**src/rtl/gauss_window_ctrl.sv**
```systemverilog
// gauss_window_ctrl: window sequencer for the 3x3 Gaussian datapath.
// Define GAUSS_SOF_RESYNC_EN to add the sof input and sof_err output.
module gauss_window_ctrl #(
  parameter int IMG_W = 640,
  parameter int IMG_H = 480,
  parameter int CNT_W = 10,
  parameter int IDX_W = 19
) (
  input  logic             clk,
  input  logic             rst_n,
  input  logic             in_valid,
  output logic             in_ready,
  output logic             lb_wr_en,
  output logic             out_valid,
  input  logic             out_ready,
  output logic             win_shift,
  output logic [3:0]       corner_type,
  output logic [CNT_W-1:0] cen_row,
  output logic [CNT_W-1:0] cen_col,
`ifdef GAUSS_SOF_RESYNC_EN
  input  logic             sof,
  output logic             sof_err,
`endif
  output logic             frame_done
);

  localparam logic [1:0] S_IDLE  = 2'd0;
  localparam logic [1:0] S_RUN   = 2'd1;
  localparam logic [1:0] S_DRAIN = 2'd2;
  localparam logic [1:0] S_DONE  = 2'd3;

  localparam logic [IDX_W-1:0] LP_W   = IDX_W'(IMG_W);
  localparam logic [IDX_W-1:0] LP_WP2 = IDX_W'(IMG_W + 2);
  localparam logic [IDX_W-1:0] LP_N   = IDX_W'(IMG_W * IMG_H);
  localparam logic [CNT_W-1:0] LP_L   = CNT_W'(IMG_W - 1);
  localparam logic [CNT_W-1:0] LP_B   = CNT_W'(IMG_H - 1);

  if (IMG_W * IMG_H >= (1 << IDX_W)) begin : g_idx_ovf
    $error("gauss_window_ctrl: IDX_W cannot hold IMG_W*IMG_H");
  end
  if (((IMG_W > IMG_H) ? IMG_W : IMG_H) > (1 << CNT_W)) begin : g_cnt_ovf
    $error("gauss_window_ctrl: CNT_W too narrow for the image size");
  end
  if (IMG_W < 3 || IMG_H < 3) begin : g_small
    $error("gauss_window_ctrl: image must be at least 3x3");
  end

  logic [1:0]       r_state;
  logic [IDX_W-1:0] r_in_idx;
  logic [CNT_W-1:0] r_row;
  logic [CNT_W-1:0] r_col;
  logic             r_out_valid;

  logic             w_accept;
  logic             w_xfer;
  logic             w_eol;
  logic             w_last;
  logic [CNT_W-1:0] w_nrow;
  logic [CNT_W-1:0] w_ncol;
  logic [CNT_W-1:0] w_nr1;
  logic [CNT_W-1:0] w_nc1;
  logic [IDX_W-1:0] w_out_lin;
  logic [IDX_W-1:0] w_in_nxt;
  logic [IDX_W-1:0] w_need;
  logic             w_top;
  logic             w_bot;
  logic             w_lft;
  logic             w_rgt;
  logic             w_mid_r;
  logic             w_mid_c;
  logic [3:0]       w_corner;

  assign w_out_lin = IDX_W'(r_row) * LP_W + IDX_W'(r_col);

  // Throttle looks only at registered counters: no path from out_ready.
  assign in_ready = (r_state == S_RUN) &&
                    ((r_in_idx - w_out_lin) < LP_WP2);

  assign w_accept = in_valid & in_ready;
  assign w_xfer   = r_out_valid & out_ready;
  assign w_eol    = (r_col == LP_L);
  assign w_last   = w_xfer && w_eol && (r_row == LP_B);

  assign w_ncol = !w_xfer ? r_col :
                  w_eol   ? '0    : r_col + CNT_W'(1);
  assign w_nrow = (w_xfer && w_eol) ? r_row + CNT_W'(1) : r_row;

  assign w_in_nxt = r_in_idx + IDX_W'(w_accept);

  // Highest raster index the next centre's window touches.
  assign w_nr1  = (w_nrow >= LP_B) ? LP_B : w_nrow + CNT_W'(1);
  assign w_nc1  = (w_ncol >= LP_L) ? LP_L : w_ncol + CNT_W'(1);
  assign w_need = IDX_W'(w_nr1) * LP_W + IDX_W'(w_nc1);

  always_ff @(posedge clk or negedge rst_n) begin
    if (!rst_n) begin
      r_state     <= S_IDLE;
      r_in_idx    <= '0;
      r_row       <= '0;
      r_col       <= '0;
      r_out_valid <= 1'b0;
    end else begin
      if (w_last) begin
        r_state     <= S_DONE;
        r_in_idx    <= '0;
        r_row       <= '0;
        r_col       <= '0;
        r_out_valid <= 1'b0;
      end else begin
        r_in_idx    <= w_in_nxt;
        r_row       <= w_nrow;
        r_col       <= w_ncol;
        r_out_valid <= (w_in_nxt > w_need);
        case (r_state)
          S_IDLE:  r_state <= S_RUN;
          S_RUN:   if (w_in_nxt == LP_N) r_state <= S_DRAIN;
          S_DONE:  r_state <= S_RUN;
          default: r_state <= r_state;
        endcase
      end
`ifdef GAUSS_SOF_RESYNC_EN
      if (w_accept && sof) begin
        r_state     <= S_RUN;
        r_in_idx    <= IDX_W'(1);
        r_row       <= '0;
        r_col       <= '0;
        r_out_valid <= 1'b0;
      end
`endif
    end
  end

`ifdef GAUSS_SOF_RESYNC_EN
  logic r_sof_err;

  always_ff @(posedge clk or negedge rst_n) begin
    if (!rst_n) begin
      r_sof_err <= 1'b0;
    end else begin
      r_sof_err <= w_accept && sof && (r_in_idx != '0);
    end
  end

  assign sof_err = r_sof_err;
`endif

  assign w_top   = (r_row == '0);
  assign w_bot   = (r_row == LP_B);
  assign w_lft   = (r_col == '0);
  assign w_rgt   = (r_col == LP_L);
  assign w_mid_r = !w_top && !w_bot;
  assign w_mid_c = !w_lft && !w_rgt;

  always_comb begin
    w_corner = 4'd0;
    unique case (1'b1)
      !r_out_valid:                          w_corner = 4'd0;
      r_out_valid && w_top && w_lft:         w_corner = 4'd1;
      r_out_valid && w_top && w_rgt:         w_corner = 4'd2;
      r_out_valid && w_mid_r && w_lft:       w_corner = 4'd3;
      r_out_valid && w_mid_r && w_rgt:       w_corner = 4'd4;
      r_out_valid && w_bot && w_lft:         w_corner = 4'd5;
      r_out_valid && w_bot && w_rgt:         w_corner = 4'd6;
      r_out_valid && !w_mid_r && w_mid_c:    w_corner = 4'd7;
      r_out_valid && w_mid_r && w_mid_c:     w_corner = 4'd8;
      default:                               w_corner = 4'd0;
    endcase
  end

  assign out_valid   = r_out_valid;
  assign corner_type = w_corner;
  assign cen_row     = r_row;
  assign cen_col     = r_col;
  assign lb_wr_en    = w_accept;
  assign win_shift   = w_xfer;
  assign frame_done  = w_last;

endmodule
```
**config.mk**
```make
export PLATFORM = sky130hd
export DESIGN_NAME = gauss_window_ctrl
export DESIGN_NICKNAME = d
export VERILOG_FILES = /design/src/rtl/gauss_window_ctrl.sv
export SDC_FILE = /design/constraint.sdc
export NUM_CORES = 1
export LEC_CHECK = 0
export ABC_AREA = 1
export BUFFER_PORTS_ARGS = -buffer_cell sky130_fd_sc_hd__buf_4
export CORE_ASPECT_RATIO = 1.2
export CORE_MARGIN = 3
export CORE_UTILIZATION = 64
export DETAILED_ROUTE_END_ITERATION = 8
export HOLD_SLACK_MARGIN = 0.02
export PLACE_DENSITY = 0.83
export SYNTH_ARGS = -nofsm -noshare
export SYNTH_HDL_FRONTEND = slang
export SYNTH_SLANG_ARGS = --single-unit
```
**constraint.sdc**
```tcl
create_clock -name clk -period 7.7 [get_ports clk]
set_clock_uncertainty 0.05 [all_clocks]
set_input_delay 0.77 -clock clk [delete_from_list [all_inputs] [get_ports clk]]
set_output_delay 0.77 -clock clk [all_outputs]
set_load 0.02 [all_outputs]
```
==> results.md <==
* Most used flip-flop cell after synthesis: dfrtp_1
* Yosys reg bits at 42
* Width of the die at 94.16 um
* Synthesis Warnings at 0
* Clock sinks at 42
* Global route overflow at 0
* # IOs at 33
* Slew Viols, Final at 0
* Arrival @ worst endpoint at ~6600 ps
* Post-synthesis simple-gate area fraction at 31.80%
* CTS Root Cell: clkbuf_8
* CP Max Fanout at 10
* Post-layout net count at just over 1k
* Share of layout cells above drive strength 1 at 10.73%
* Hold Vio Cnt, Final at 0
* Synth cell count leaders: nand2_1 (171), inv_1 (162), ha_1 (92), nor2_1 (92), nand3_1 (43)
* Buffer levels on the longest clock path at 2
* Hold WC Path Type: in2async
* Post-synthesis mux area share at 0%
* Switching power share of the total at 22.68%
* Dpl hpwl at 11930 um
* Drt first pass iters at 5
* Sum Neg Setup Slack at 0 ps
* Total inserted antenna cells at 0
* GPL Wtd Cong at 0.9612
* Number of global-route vias before repair at 5441
* Post-Route Utilization at 72.75%
* Post-layout minimum cycle time at 6481 ps
* Post-DR wirelength/cell at approximately 14 um
* Slowest cell on the critical path: dfrtp_1
* WS Path Type: reg2reg
* Synth top area cells: ha_1 (19%), dfrtp_1 (18%), nand2_1 (11%)
* Worst slew pin tran at 912.3 ps
* Cell Int Power at 0.2975 mW
* All-Layer GR Usage at 28.58%
* Final setup viols at 0
* Fillers at about 740
* Sequential Power Share at 57.4%
* Worst skew pair latency at 300 ps
* First-pass GRT wire length at 24540 um
* Largest net degree at the start of global routing at 43
* Final setup margin at 1219 ps
* Post-placement cell area at 6341 um2
* Setup crit end kind: flop
* Syn Area/Cell at between 6 and 7 um2
* Clock power frac at 39.0%
* Setup WS pre-CTS at between 1000 and 1500 ps
* Sequential fraction of the synthesis area at 17.61%
* Compound-Gate Fraction of Synth Area at 8.323%
* Synth area leader: ha_1
* Initial DRC Count at about 330
* Die Ht at 111.8 um
* Synth Area in XOR/XNOR at a little under a tenth
* Die area at approximately 11000 um2
* Via count at 5672
* Mapped Cells at 867
* Max Cap Violations at 0
* Port Buffers at 32
* CTS tree: yes
* RSZ-0062 raised after global routing: false
* H-tree levels at 2
* Critical Path RT at 7830 ps
* Main combinational cell family by area after synthesis: simple AND/OR/NAND/NOR gates
* Switching power at 0.08729 mW
* Via/cell ratio at 5.555
* Period Utilization, post-route at a little over four fifths
* Lkg Pwr at 3.467 nW
* P per Cell Area at 59.82 nW/um2
* Adder-Cell Fraction of Synth Area at 21.64%
* Netlist cell types at 49
* Syn nets at 970
* Peak VDD IR at 0.00007683 V
* Post-synth ARST share at 100.0%
* Finished Layout Cells at 1021
* Core box area at 8842 um2
* Number of routed nets with antenna violations at 0
* Post-CTS setup buffers at 0
* Row Count at 37
* Worst Setup Start Kind: flop
* Cell area after synthesis at a little under 6000 um2
* Area growth from synthesis to layout at 7.778%
* Antenna violations before repair at 0
* Number of flops mapped to enable cells by yosys at 0
* CTS resizes at 0
* CP max stage delay at 530 ps
* DRC Markers at 0
* Fin area at 6432 um2
* Comb pwr share at between 3 and 4%
* Worst-path clk slew at 80 ps
* Total CTS buffers at 5
* Status: complete, no violations
* Fmax achieved at between 150 and 200 MHz
* Worst relative slew slack at 38.95%
* Post-placement cell count at 1013
* Post-synth top area share at around a fifth
* Hold-fix buffers at CTS at 0
* Most common cell in the netlist: nand2_1
* Total wire length at roughly 14000 um
* Initial core utilization at 67.50%
## per-layer routing
layer | vias to the layer above | part of all wire [%] | track usage (%)
met5 | - | 0 | 0
met4 | 0 | 2.6 | 9.730
met2 | 154 | 50 | 48.20
met3 | 25 | 4.3 | 3.176
met1 | 2641 | 43 | 37.74
li1 | 2852 | - | -
## power by group through the flow
stage          clock network [mW]  registers, mW  logic (mW)
3_5_place_dp                    0          0.225      0.0142
5_1_grt                     0.160          0.221      0.0164
4_1_cts                     0.152          0.221      0.0143
3_3_place_gp                    0          0.225      0.0138
2_1_floorplan                   0          0.225     0.00679
6_report                    0.150          0.221      0.0140
## worst max-delay path, delay by kind of cell, from the launching register on
kind	cells	cell delay [ps]
AO/OA/AOI/OAI	6	1010
XOR/XNOR	2	410
adder cells (fa/ha/maj)	7	2190
buffers and inverters	6	390
flip-flops	1	530
AND/OR/NAND/NOR	16	1770
## flip-flops by register name, indices dropped and copies added, names as in the netlist
| signal | cells |
|---|---|
| cen_row | 10 |
| r_in_idx | 19 |
| out_valid | 1 |
| r_state | 2 |
| cen_col | 10 |
## layout by cell type (no fill, tap or decap), drive strengths merged, types with 4 or more instances in the layout
cell type	n
ha	92
nand2	181
xnor2	19
a21o	5
clkbuf	7
nor2	103
nor3	22
inv	171
o21ai	27
a31oi	4
nand3	51
nand3b	5
o21bai	4
a21oi	38
dfrtp	42
or2	4
fa	7
nand4	26
buf	33
xor2	42
nor4	5
## area by class of cell
type | instances | area [um2] | area share [%]
inverters | 172 | 649.4 | 10.10
clock inverters | 1 | 5.005 | 0.07781
clock buffers | 7 | 86.33 | 1.342
repair buffers | 33 | 247.7 | 3.851
well taps | 117 | 146.4 | 2.276
multi-input cells | 649 | 4247 | 66.02
flip-flops and latches | 42 | 1051 | 16.34
## stage by stage
step	hold slack (ps)	total power [mW]
after floorplan	424.4	0.2320
after global placement	445.9	0.2390
after detailed placement	459.0	0.2395
after CTS	411.4	0.3867
after global routing	431.4	0.3974
final	392.9	0.3848
## cells by family (layout without fill, tap and decap cells)
group | count (synthesis) | count (layout)
AND/OR/NAND/NOR | 401 | 401
buffers and inverters | 176 | 213
adder cells (fa/ha/maj) | 99 | 99
AO/OA/AOI/OAI | 87 | 87
XOR/XNOR | 61 | 61
flip-flops | 42 | 42
other | 1 | 1
## final timing paths
path	from	endpoint	slack [ps]	cells past startpoint
setup / recovery	cen_row[2]$_DFF_PN0_	out_valid$_DFF_PN0_	1220	37
hold / removal	rst_n	cen_col[6]$_DFF_PN0_	390	1
setup reg to reg	cen_row[2]$_DFF_PN0_	out_valid$_DFF_PN0_	1220	37
hold reg to reg	r_state[0]$_DFFE_PN0P_	r_state[0]$_DFFE_PN0P_	480	2
max in group asynchronous	rst_n	r_in_idx[15]$_DFF_PN0_	6820	1
min in group clk	r_state[0]$_DFFE_PN0P_	r_state[0]$_DFFE_PN0P_	480	2
Power figures use the tool's default switching activity.
